## src/rtl/imem_ctrl_pkg.sv

```systemverilog
// Shared types and constants for the instruction-memory sequencer.
// Holds the FSM state encoding, field positions and the HALT opcode test.
package imem_ctrl_pkg;

    localparam int ADDR_W  = 16;
    localparam int INSTR_W = 18;
    localparam int DEPTH   = 16;
    localparam int PTR_W   = $clog2(DEPTH);
    localparam int LEN_W   = PTR_W + 1;
    localparam int OP_HI   = 17;
    localparam int OP_LO   = 14;

    localparam logic [3:0]       HALT_OP  = 4'hF;
    localparam logic [PTR_W-1:0] PTR_LAST = PTR_W'(DEPTH - 1);

    typedef enum logic [2:0] {
        ST_IDLE    = 3'd0,
        ST_LOAD    = 3'd1,
        ST_FETCH   = 3'd2,
        ST_LATCH   = 3'd3,
        ST_PRESENT = 3'd4,
        ST_DONE    = 3'd5
    } state_e;

    function automatic logic is_halt(input logic [INSTR_W-1:0] word);
        return (word[OP_HI:OP_LO] == HALT_OP);
    endfunction

endpackage

```

## src/rtl/imem_ctrl_if.sv

```systemverilog
// Load stream, instruction stream, branch redirect and memory bus of the sequencer.
// The master modport is the controller's view; slave is the surrounding logic.
interface imem_ctrl_if;
    import imem_ctrl_pkg::*;

    logic               ld_valid;
    logic               ld_ready;
    logic [INSTR_W-1:0] ld_data;
    logic               ld_last;

    logic               instr_valid;
    logic               instr_ready;
    logic [INSTR_W-1:0] instr;
    logic               branch_valid;
    logic [ADDR_W-1:0]  branch_addr;

    logic               mem_read;
    logic               mem_write;
    logic [ADDR_W-1:0]  mem_raddr;
    logic [ADDR_W-1:0]  mem_waddr;
    logic [INSTR_W-1:0] mem_wdata;
    logic [INSTR_W-1:0] mem_rdata;

    modport master (
        input  ld_valid, ld_data, ld_last,
        output ld_ready,
        output instr_valid, instr,
        input  instr_ready, branch_valid, branch_addr,
        output mem_read, mem_write, mem_raddr, mem_waddr, mem_wdata,
        input  mem_rdata
    );

    modport slave (
        output ld_valid, ld_data, ld_last,
        input  ld_ready,
        input  instr_valid, instr,
        output instr_ready, branch_valid, branch_addr,
        input  mem_read, mem_write, mem_raddr, mem_waddr, mem_wdata,
        output mem_rdata
    );

endinterface

```

## src/rtl/imem_ctrl.sv

```systemverilog
// Instruction-memory sequencer: loads a program from a word stream, then fetches
// and presents instructions in order or by branch until HALT or PC leaves the program.
module imem_ctrl
    import imem_ctrl_pkg::*;
(
    input  logic             clk,
    input  logic             nrst,
    input  logic             load_start,
    input  logic             run,
    output logic             busy,
    output logic             done,
    output logic [LEN_W-1:0] prog_len,
    imem_ctrl_if.master      bus
);

    state_e             state_r;
    state_e             state_nxt_s;
    logic [ADDR_W-1:0]  pc_r;
    logic [ADDR_W-1:0]  pc_nxt_s;
    logic [PTR_W-1:0]   wr_ptr_r;
    logic [PTR_W-1:0]   wr_ptr_nxt_s;
    logic [LEN_W-1:0]   prog_len_r;
    logic [LEN_W-1:0]   prog_len_nxt_s;
    logic [INSTR_W-1:0] instr_r;
    logic [INSTR_W-1:0] instr_nxt_s;
    logic               ld_acc_s;
    logic [ADDR_W-1:0]  target_s;
    logic [ADDR_W-1:0]  len_ext_s;

    logic               ld_ready_r;
    logic               mem_read_r;
    logic               instr_valid_r;
    logic               busy_r;
    logic               done_r;

    // PC only ever holds in-program addresses, so pc+1 cannot overflow.
    assign target_s  = bus.branch_valid ? bus.branch_addr : (pc_r + ADDR_W'(1'b1));
    assign len_ext_s = {{(ADDR_W - LEN_W){1'b0}}, prog_len_r};

    // Next-state and datapath-update logic for the sequencer FSM.
    always_comb begin
        state_nxt_s    = state_r;
        pc_nxt_s       = pc_r;
        wr_ptr_nxt_s   = wr_ptr_r;
        prog_len_nxt_s = prog_len_r;
        instr_nxt_s    = instr_r;
        ld_acc_s       = 1'b0;
        case (state_r)
            ST_IDLE: begin
                if (load_start) begin
                    state_nxt_s    = ST_LOAD;
                    wr_ptr_nxt_s   = {PTR_W{1'b0}};
                    prog_len_nxt_s = {LEN_W{1'b0}};
                end else if (run && (prog_len_r != {LEN_W{1'b0}})) begin
                    state_nxt_s = ST_FETCH;
                    pc_nxt_s    = {ADDR_W{1'b0}};
                end else begin
                    state_nxt_s = ST_IDLE;
                end
            end
            ST_LOAD: begin
                ld_acc_s = bus.ld_valid;
                if (bus.ld_valid) begin
                    wr_ptr_nxt_s = wr_ptr_r + PTR_W'(1'b1);
                    if (bus.ld_last || (wr_ptr_r == PTR_LAST)) begin
                        prog_len_nxt_s = {1'b0, wr_ptr_r} + LEN_W'(1'b1);
                        state_nxt_s    = ST_IDLE;
                    end else begin
                        state_nxt_s = ST_LOAD;
                    end
                end else begin
                    state_nxt_s = ST_LOAD;
                end
            end
            ST_FETCH: begin
                state_nxt_s = ST_LATCH;
            end
            ST_LATCH: begin
                instr_nxt_s = bus.mem_rdata;
                state_nxt_s = ST_PRESENT;
            end
            ST_PRESENT: begin
                if (bus.instr_ready) begin
                    if (is_halt(instr_r)) begin
                        state_nxt_s = ST_DONE;
                    end else if (target_s >= len_ext_s) begin
                        state_nxt_s = ST_DONE;
                    end else begin
                        pc_nxt_s    = target_s;
                        state_nxt_s = ST_FETCH;
                    end
                end else begin
                    state_nxt_s = ST_PRESENT;
                end
            end
            ST_DONE: begin
                state_nxt_s = ST_IDLE;
            end
            default: begin
                state_nxt_s = ST_IDLE;
            end
        endcase
    end

    // State and datapath registers.
    always_ff @(posedge clk or negedge nrst) begin
        if (!nrst) begin
            state_r    <= ST_IDLE;
            pc_r       <= {ADDR_W{1'b0}};
            wr_ptr_r   <= {PTR_W{1'b0}};
            prog_len_r <= {LEN_W{1'b0}};
            instr_r    <= {INSTR_W{1'b0}};
        end else begin
            state_r    <= state_nxt_s;
            pc_r       <= pc_nxt_s;
            wr_ptr_r   <= wr_ptr_nxt_s;
            prog_len_r <= prog_len_nxt_s;
            instr_r    <= instr_nxt_s;
        end
    end

    // Status flags registered from the next state so they are glitch-free.
    always_ff @(posedge clk or negedge nrst) begin
        if (!nrst) begin
            ld_ready_r    <= 1'b0;
            mem_read_r    <= 1'b0;
            instr_valid_r <= 1'b0;
            busy_r        <= 1'b0;
            done_r        <= 1'b0;
        end else begin
            ld_ready_r    <= (state_nxt_s == ST_LOAD);
            mem_read_r    <= (state_nxt_s == ST_FETCH);
            instr_valid_r <= (state_nxt_s == ST_PRESENT);
            busy_r        <= (state_nxt_s != ST_IDLE);
            done_r        <= (state_nxt_s == ST_DONE);
        end
    end

    assign busy            = busy_r;
    assign done            = done_r;
    assign prog_len        = prog_len_r;
    assign bus.ld_ready    = ld_ready_r;
    assign bus.instr_valid = instr_valid_r;
    assign bus.instr       = instr_r;
    assign bus.mem_read    = mem_read_r;
    assign bus.mem_raddr   = pc_r;
    // Write strobe follows the accepted word directly; data is gated so the bus idles at zero.
    assign bus.mem_write   = ld_acc_s;
    assign bus.mem_waddr   = {{(ADDR_W - PTR_W){1'b0}}, wr_ptr_r};
    assign bus.mem_wdata   = ld_acc_s ? bus.ld_data : {INSTR_W{1'b0}};

endmodule

```

## src/flat_wrapper.sv

```systemverilog
// flat-port wrapper written by rule: the top's interface ports become plain ports
module imem_ctrl_flat import imem_ctrl_pkg::*;
  (clk, nrst, load_start, run, busy, done, prog_len, bus_ld_valid, bus_ld_data, bus_ld_last, bus_ld_ready, bus_instr_valid, bus_instr, bus_instr_ready, bus_branch_valid, bus_branch_addr, bus_mem_read, bus_mem_write, bus_mem_raddr, bus_mem_waddr, bus_mem_wdata, bus_mem_rdata);
  imem_ctrl_if bus_i ();
  input  logic clk;
  input  logic nrst;
  input  logic load_start;
  input  logic run;
  output logic busy;
  output logic done;
  output logic [LEN_W-1:0] prog_len;
  input wire logic [$bits(bus_i.ld_valid)-1:0] bus_ld_valid;
  input wire logic [$bits(bus_i.ld_data)-1:0] bus_ld_data;
  input wire logic [$bits(bus_i.ld_last)-1:0] bus_ld_last;
  output wire logic [$bits(bus_i.ld_ready)-1:0] bus_ld_ready;
  output wire logic [$bits(bus_i.instr_valid)-1:0] bus_instr_valid;
  output wire logic [$bits(bus_i.instr)-1:0] bus_instr;
  input wire logic [$bits(bus_i.instr_ready)-1:0] bus_instr_ready;
  input wire logic [$bits(bus_i.branch_valid)-1:0] bus_branch_valid;
  input wire logic [$bits(bus_i.branch_addr)-1:0] bus_branch_addr;
  output wire logic [$bits(bus_i.mem_read)-1:0] bus_mem_read;
  output wire logic [$bits(bus_i.mem_write)-1:0] bus_mem_write;
  output wire logic [$bits(bus_i.mem_raddr)-1:0] bus_mem_raddr;
  output wire logic [$bits(bus_i.mem_waddr)-1:0] bus_mem_waddr;
  output wire logic [$bits(bus_i.mem_wdata)-1:0] bus_mem_wdata;
  input wire logic [$bits(bus_i.mem_rdata)-1:0] bus_mem_rdata;
  assign bus_i.ld_valid = bus_ld_valid;
  assign bus_i.ld_data = bus_ld_data;
  assign bus_i.ld_last = bus_ld_last;
  assign bus_ld_ready = bus_i.ld_ready;
  assign bus_instr_valid = bus_i.instr_valid;
  assign bus_instr = bus_i.instr;
  assign bus_i.instr_ready = bus_instr_ready;
  assign bus_i.branch_valid = bus_branch_valid;
  assign bus_i.branch_addr = bus_branch_addr;
  assign bus_mem_read = bus_i.mem_read;
  assign bus_mem_write = bus_i.mem_write;
  assign bus_mem_raddr = bus_i.mem_raddr;
  assign bus_mem_waddr = bus_i.mem_waddr;
  assign bus_mem_wdata = bus_i.mem_wdata;
  assign bus_i.mem_rdata = bus_mem_rdata;
  imem_ctrl u_core (.clk(clk), .nrst(nrst), .load_start(load_start), .run(run), .busy(busy), .done(done), .prog_len(prog_len), .bus(bus_i));
endmodule
```

## config.mk

```make
export PLATFORM = sky130hd
export DESIGN_NAME = imem_ctrl_flat
export DESIGN_NICKNAME = d
export VERILOG_FILES = /design/src/rtl/imem_ctrl_pkg.sv /design/src/rtl/imem_ctrl_if.sv /design/src/rtl/imem_ctrl.sv /design/src/flat_wrapper.sv
export SDC_FILE = /design/constraint.sdc
export NUM_CORES = 1
export LEC_CHECK = 0
export ABC_CLOCK_PERIOD_IN_PS = 7950
export CORE_MARGIN = 4
export CORE_UTILIZATION = 45
export DETAILED_ROUTE_END_ITERATION = 12
export GPL_TIMING_DRIVEN = 0
export PLACE_DENSITY = 0.87
export SYNTH_ARGS = -nofsm -noshare
export SYNTH_HDL_FRONTEND = slang
export SYNTH_SLANG_ARGS = --single-unit
```

## constraint.sdc

```tcl
create_clock -name clk -period 7.95 [get_ports clk]
set_input_delay 1.1925 -clock clk [delete_from_list [all_inputs] [get_ports clk]]
set_output_delay 1.1925 -clock clk [all_outputs]
set_load 0.01 [all_outputs]
```

Yosys cells after proc, flatten, opt, wreduce, memory -nomap -nowiden
Index checks and enable logic that the tools add are counted.
{"block": "op_classes", "n_addsub": 3, "order_cmp": 1, "n_eq_ne": 18, "mux": 24, "reduce_logical": 10}
{"cell": "$mux 16", "count": 6}
{"cell": "$pmux 16 s2", "count": 1}
{"cell": "$mux 18", "count": 1}
{"cell": "$add 16x1->16 const B", "count": 1}
{"cell": "$ge 16x5->1", "count": 1}
{"cell": "$mux 5", "count": 3}
{"cell": "$pmux 3 s5", "count": 1}
{"cell": "$mux 3", "count": 4}
{"cell": "$ne 2x2->1 const B", "count": 6}
{"cell": "$pmux 5 s2", "count": 1}
{"cell": "$eq 3x2->1 const B", "count": 3}
{"cell": "$eq 3x3->1 const B", "count": 3}
{"cell": "$eq 4x4->1 const B", "count": 2}
{"cell": "$mux 4", "count": 2}
{"cell": "$pmux 4 s2", "count": 1}
{"cell": "$eq 3x1->1 const B", "count": 2}
{"cell": "$reduce_and 6->1", "count": 1}
{"cell": "$add 4x1->5 const B", "count": 1}
{"cell": "$reduce_bool 5->1", "count": 1}
{"cell": "$add 4x1->4 const B", "count": 1}
{"cell": "$ne 2x1->1 const B", "count": 2}
{"cell": "$reduce_and 4->1", "count": 1}
{"cell": "$reduce_bool 2->1", "count": 2}
{"cell": "$logic_not 3->1", "count": 1}
{"cell": "other kinds (6)", "count": 8}
{"block": "word_totals", "reg_bits": 51, "inputBits": 60, "wordCells": 66}

Longest topological paths before layout
{"block": "depth", "ltp_word": 8, "depth_mapped": 13}

Worst setup path after synthesis
No wires, ideal clock.
{"block": "synth_timing", "kind": "input-to-reg", "from": "input port bus_branch_valid", "to": "register u_core.pc_r[10], in the netlist u_core.bus.mem_raddr[10]", "arrival_time_ps": 3600, "required_ps": 7806, "slack_ps": 4206, "path_stages": 12, "path_cell_list": "clkbuf_1 clkbuf_1 mux2_2 ha_1 o21ai_0 a21oi_1 o31ai_1 nor4b_4 and4_1 buf_6 buf_12 nor3b_2"}
{"block": "synth_between", "elab_chain_cells": 5, "elab_cells_between_ends": 8, "classes_between": "1 x order compare; 1 x eq/ne; 5 x mux; 1 x reduce/logical"}
{"element": "start: declaration", "line": "flat_wrapper.sv:19", "rtl": "input wire logic [$bits(bus_i.branch_valid)-1:0] bus_branch_valid;"}
{"element": "$mux 16 *", "line": "imem_ctrl.sv:37", "rtl": "assign target_s = bus.branch_valid ? bus.branch_addr : (pc_r + ADDR_W'(1'b1));"}
{"element": "parallel branches: the longest is 4 deep, another holds $ge 16x5->1"}
{"element": "end signal: assignment", "line": "imem_ctrl.sv:109", "rtl": "pc_r <= {ADDR_W{1'b0}};"}
{"element": "end signal: assignment", "line": "imem_ctrl.sv:115", "rtl": "pc_r <= pc_nxt_s;"}
{"element": "end: declaration", "line": "imem_ctrl.sv:18", "rtl": "logic [ADDR_W-1:0] pc_r;"}
Mark *: on every way between the ends. The select of a mux whose other input is x is not followed.
A chain may end at the register's enable or synchronous reset.

Worst setup path after layout
{"block": "layout_timing", "from": "input port bus_ld_valid", "to": "output port bus_mem_wdata[10]"}
{"block": "layout_between", "elab_chain_cells": 2}
{"element": "start: declaration", "line": "flat_wrapper.sv:12", "rtl": "input wire logic [$bits(bus_i.ld_valid)-1:0] bus_ld_valid;"}
{"element": "$mux 1", "line": "imem_ctrl.sv:48", "rtl": "case (state_r)"}
{"element": "$mux 18", "line": "imem_ctrl.sv:150", "rtl": "assign bus.mem_wdata = ld_acc_s ? bus.ld_data : {INSTR_W{1'b0}};"}
{"element": "end: declaration", "line": "flat_wrapper.sv:25", "rtl": "output wire logic [$bits(bus_i.mem_wdata)-1:0] bus_mem_wdata;"}
Every way passes these cells.

==> tab_implementation.tex <==
\begin{tabular}{lr}
\hline
Metric & Value \\
\hline
\multicolumn{2}{l}{\textbf{CTS}} \\
Root buffer cell & sky130\_fd\_sc\_hd\_\_clkbuf\_8 \\
Hold buffer count at cts & 0 \\
Buffer count from post-CTS setup fixing & 0 \\
Clock input transition at the sequential cells of the worst setup and hold paths & about 0.1 ns \\
Post-CTS Resized & 0 \\
Clock latency at the later pin of the worst-skew pair & 0.31 ns \\
Clock net sink count & 51 \\
TritonCTS clock tree & built \\
Worst-case clock buffer depth & 2 \\
Number of buffers inserted during clock tree synthesis & 5 \\
Total number of H-tree levels & 2 \\
\multicolumn{2}{l}{\textbf{STA}} \\
Final critical path time including I/O delays and setup & 4.18 ns \\
Number of failing hold endpoints at the final stage & 0 \\
Max Clock Freq & 239 MHz \\
Final setup violation count & 0 \\
Ratio of final minimum period to clock period & approximately 53\% \\
Final hold slack & between 0.5 and 0.6 ns \\
Setup skew after layout & roughly 0.0085 ns \\
Final count of pins violating max slew & 0 \\
Slew headroom & 54.1\% \\
Slew of the pin with the lowest slew margin & between 0.6 and 0.7 ns \\
RSZ-0062 raised after global routing & false \\
Total Neg Setup Slack & 0 ns \\
\multicolumn{2}{l}{\textbf{Route}} \\
Post-route antenna net violation count & 0 \\
Via density per instance & about 5.3 \\
Total number of vias & 2,745 \\
Number of DRC violations after detailed routing & 0 \\
Wire length after detailed routing & 8.01 mm \\
Number of violations reported at the end of detailed-routing iteration 0 & between 100 and 150 \\
Routed len/inst & about 16 um \\
Drt pass-1 iters & 4 \\
\multicolumn{2}{l}{\textbf{Global route}} \\
Largest net degree at the start of global routing & 33 \\
Number of global-route vias before repair & about 2,700 \\
Overall global routing resource usage & around a fifth \\
Aggregate global routing overflow & 0 \\
Antenna violations before repair & 0 \\
Global-route wire length before repair & around 12 mm \\
\multicolumn{2}{l}{\textbf{Place}} \\
Cell count after placement & approximately 510 \\
Last weighted congestion value of the routability-driven placer & about 0.9 \\
Instance area after placement & between 4000 and 5000 sq um \\
Hpwl dp & roughly 6.5 mm \\
Total of buffers placed on input and output ports & roughly 130 \\
\multicolumn{2}{l}{\textbf{Power}} \\
Clock power frac & approximately an eighth \\
Static Leak & between 1.5 and 2 nW \\
Net switching power figure & approximately 520 uW \\
Relative contribution of sequential cells to total power & between 30 and 40\% \\
Share of power burned in combinational logic & roughly 57\% \\
Internal power consumption & 816 uW \\
Switching part of the total power & about two fifths \\
Worst voltage drop across the vdd grid & around 0.18 mV \\
Power density over cell area & around 300 nW/um\^{}2 \\
\multicolumn{2}{l}{\textbf{Die}} \\
Vertical die dimension & a little under 90 um \\
Core box area & 6390 sq um \\
Total Die Area & 7970 sq um \\
Initial Util & between 40\% and 50\% \\
Boundary pin count & between 100 and 150 \\
Rows & 29 \\
Die span in x & between 80 and 90 um \\
\multicolumn{2}{l}{\textbf{Synthesis}} \\
Ys Warns & 0 \\
Area of the mapped netlist & slightly below 3000 sq um \\
Yosys cell types & 49 \\
Sequential fraction of the synthesis area & a little over two fifths \\
Gate count of the mapped netlist & 293 \\
Post-synth top flop & sky130\_fd\_sc\_hd\_\_dfrtp\_1 \\
Top cells by area, synth & sky130\_fd\_sc\_hd\_\_dfrtp\_1, sky130\_fd\_sc\_hd\_\_mux2\_2, sky130\_fd\_sc\_hd\_\_and3\_1, sky130\_fd\_sc\_hd\_\_nor3b\_2, sky130\_fd\_sc\_hd\_\_buf\_4 \\
Per-instance average area after synthesis & 10.2 sq um \\
FFs w/ async S/R, synth & between 90\% and 100\% \\
Biggest area consumer among synthesized cells & sky130\_fd\_sc\_hd\_\_dfrtp\_1 \\
Yosys top cell area share & a little over two fifths \\
EDFF count, synth & 0 \\
Register bit total from synthesis & 51 \\
\multicolumn{2}{l}{\textbf{Worst setup path}} \\
Arrival time reported for the critical path endpoint & $\sim$3 ns \\
Type of element capturing the critical path & output port \\
Category of the worst setup path launch point & input port \\
Maximum fanout along the worst path & 10 \\
Type of the worst setup path & input port to output port \\
CP Data Required Time & approximately 6.8 ns \\
\multicolumn{2}{l}{\textbf{Cells and area}} \\
Layout Cell Area excl Fill & roughly 4500 sq um \\
Ant. Diodes & 0 \\
Most common cell after layout, fill and taps aside & sky130\_fd\_sc\_hd\_\_clkdlybuf4s50\_1 \\
Leading cell types in the layout, fill and taps excluded & sky130\_fd\_sc\_hd\_\_clkdlybuf4s50\_1, sky130\_fd\_sc\_hd\_\_dfrtp\_1, sky130\_fd\_sc\_hd\_\_mux2\_2 \\
Fraction of final layout cells sized beyond drive strength 1 & around 15\% \\
Layout net count & 504 \\
Final standard cell utilization of the core & 70.1\% \\
Non-Filler Instances & 515 \\
Layout-stage area growth over the synthesis result & 50.4\% \\
\multicolumn{2}{l}{\textbf{Outcome}} \\
Result of the run & complete, no violations \\
\multicolumn{2}{l}{\textbf{Min path}} \\
Type of the most critical hold path & register to register \\
\multicolumn{2}{l}{\textbf{Flow run}} \\
Max-cap check violation count & 0 \\
\hline
\end{tabular}
## Yosys cell counts, drive strengths merged, types with 2 or more instances
library cell and instances:
xor2 3, inv 9, mux2 23, or4 2, ha 7, a21oi 7
nor2 17, and2 7, a311oi 3, and3 19, nand2 20, o31ai 3
clkbuf 13, nor3 4, o21a 3, nand3 12, buf 14, nand2b 4
a41oi 5, xnor2 5, nor4 3, nand4 7, dfrtp 51, a211o 2
and4 2, a31oi 4, nor3b 11, o21ai 22
## sequential cells by signal, summed over array words and instances, names as in the netlist, 3 cells and up
signal and flops:
u_core.bus.instr 18, u_core.bus.mem_raddr 16, u_core.state_r 3, u_core.prog_len 5, u_core.wr_ptr_r 4
## power by group through the flow
stage,clock network (mW),logic [mW],registers [mW]
after global placement,0,0.736,0.413
after global routing,0.177,0.830,0.428
after floorplan,0,0.391,0.445
after CTS,0.165,0.762,0.415
final,0.164,0.756,0.414
after detailed placement,0,0.754,0.420
## final cells by class
| type | count | area [sq um] |
|---|---|---|
| Multi-Input combinational cell | 217 | 1540 |
| Clock inverter | 3 | 27.5 |
| Tap cell | 77 | 96.3 |
| Inverter | 9 | 33.8 |
| Clock buffer | 5 | 68.8 |
| Timing Repair Buffer | 126 | 1270 |
| Sequential cell | 51 | 1280 |
| Buffer | 27 | 170 |
| Fill cell | 495 | 1910 |
## worst max-delay path, stage by stage
cell and delay (ns):
sky130_fd_sc_hd__clkdlybuf4s50_1 0.47, sky130_fd_sc_hd__clkbuf_1 0.26, sky130_fd_sc_hd__clkbuf_1 0.29, sky130_fd_sc_hd__and3_1 0.22, sky130_fd_sc_hd__clkdlybuf4s50_1 0.55
## cell families after synthesis
group / synth area share, %
simple gates: 23.9
compound gates: 12.2
flops: 42.9
buf+inv: 6.86
mux: 8.71
xor+xnor: 2.36
fa+ha+maj: 2.94
other cells: 0.126
## stage by stage
step,total power [mW],setup WS (ns)
floorplan,0.836,4.21
global placement,1.15,3.81
detailed placement,1.17,3.77
CTS,1.34,3.77
global route,1.43,3.62
finish,1.33,3.77
## metal layers
layer	vias up	part of all wire, %	track usage [%]
met5	-	0	0
met4	0	2.4	7.04
met3	20	7.3	3.87
met2	99	50	34.2
met1	1296	40	24.8
li1	1330	-	-
## path summary, 6_finish.rpt
kind	startpoint	to	slack [ns]	depth (start not counted)
max in group asynchronous	nrst	u_core.bus.mem_raddr[3]$_DFFE_PN0P_	6.61	2
min reg2reg	u_core.bus.instr[2]$_DFFE_PN0N_	u_core.bus.instr[2]$_DFFE_PN0N_	0.51	1
max	bus_ld_valid	bus_mem_wdata[10]	3.77	5
min in group asynchronous	nrst	u_core.bus.instr[3]$_DFFE_PN0N_	0.82	1
max reg2reg	u_core.bus.mem_raddr[0]$_DFFE_PN0P_	u_core.bus.mem_raddr[12]$_DFFE_PN0P_	4.89	12
min	u_core.bus.instr[2]$_DFFE_PN0N_	u_core.bus.instr[2]$_DFFE_PN0N_	0.51	1
Note: power is estimated with default switching activity, not from simulation.
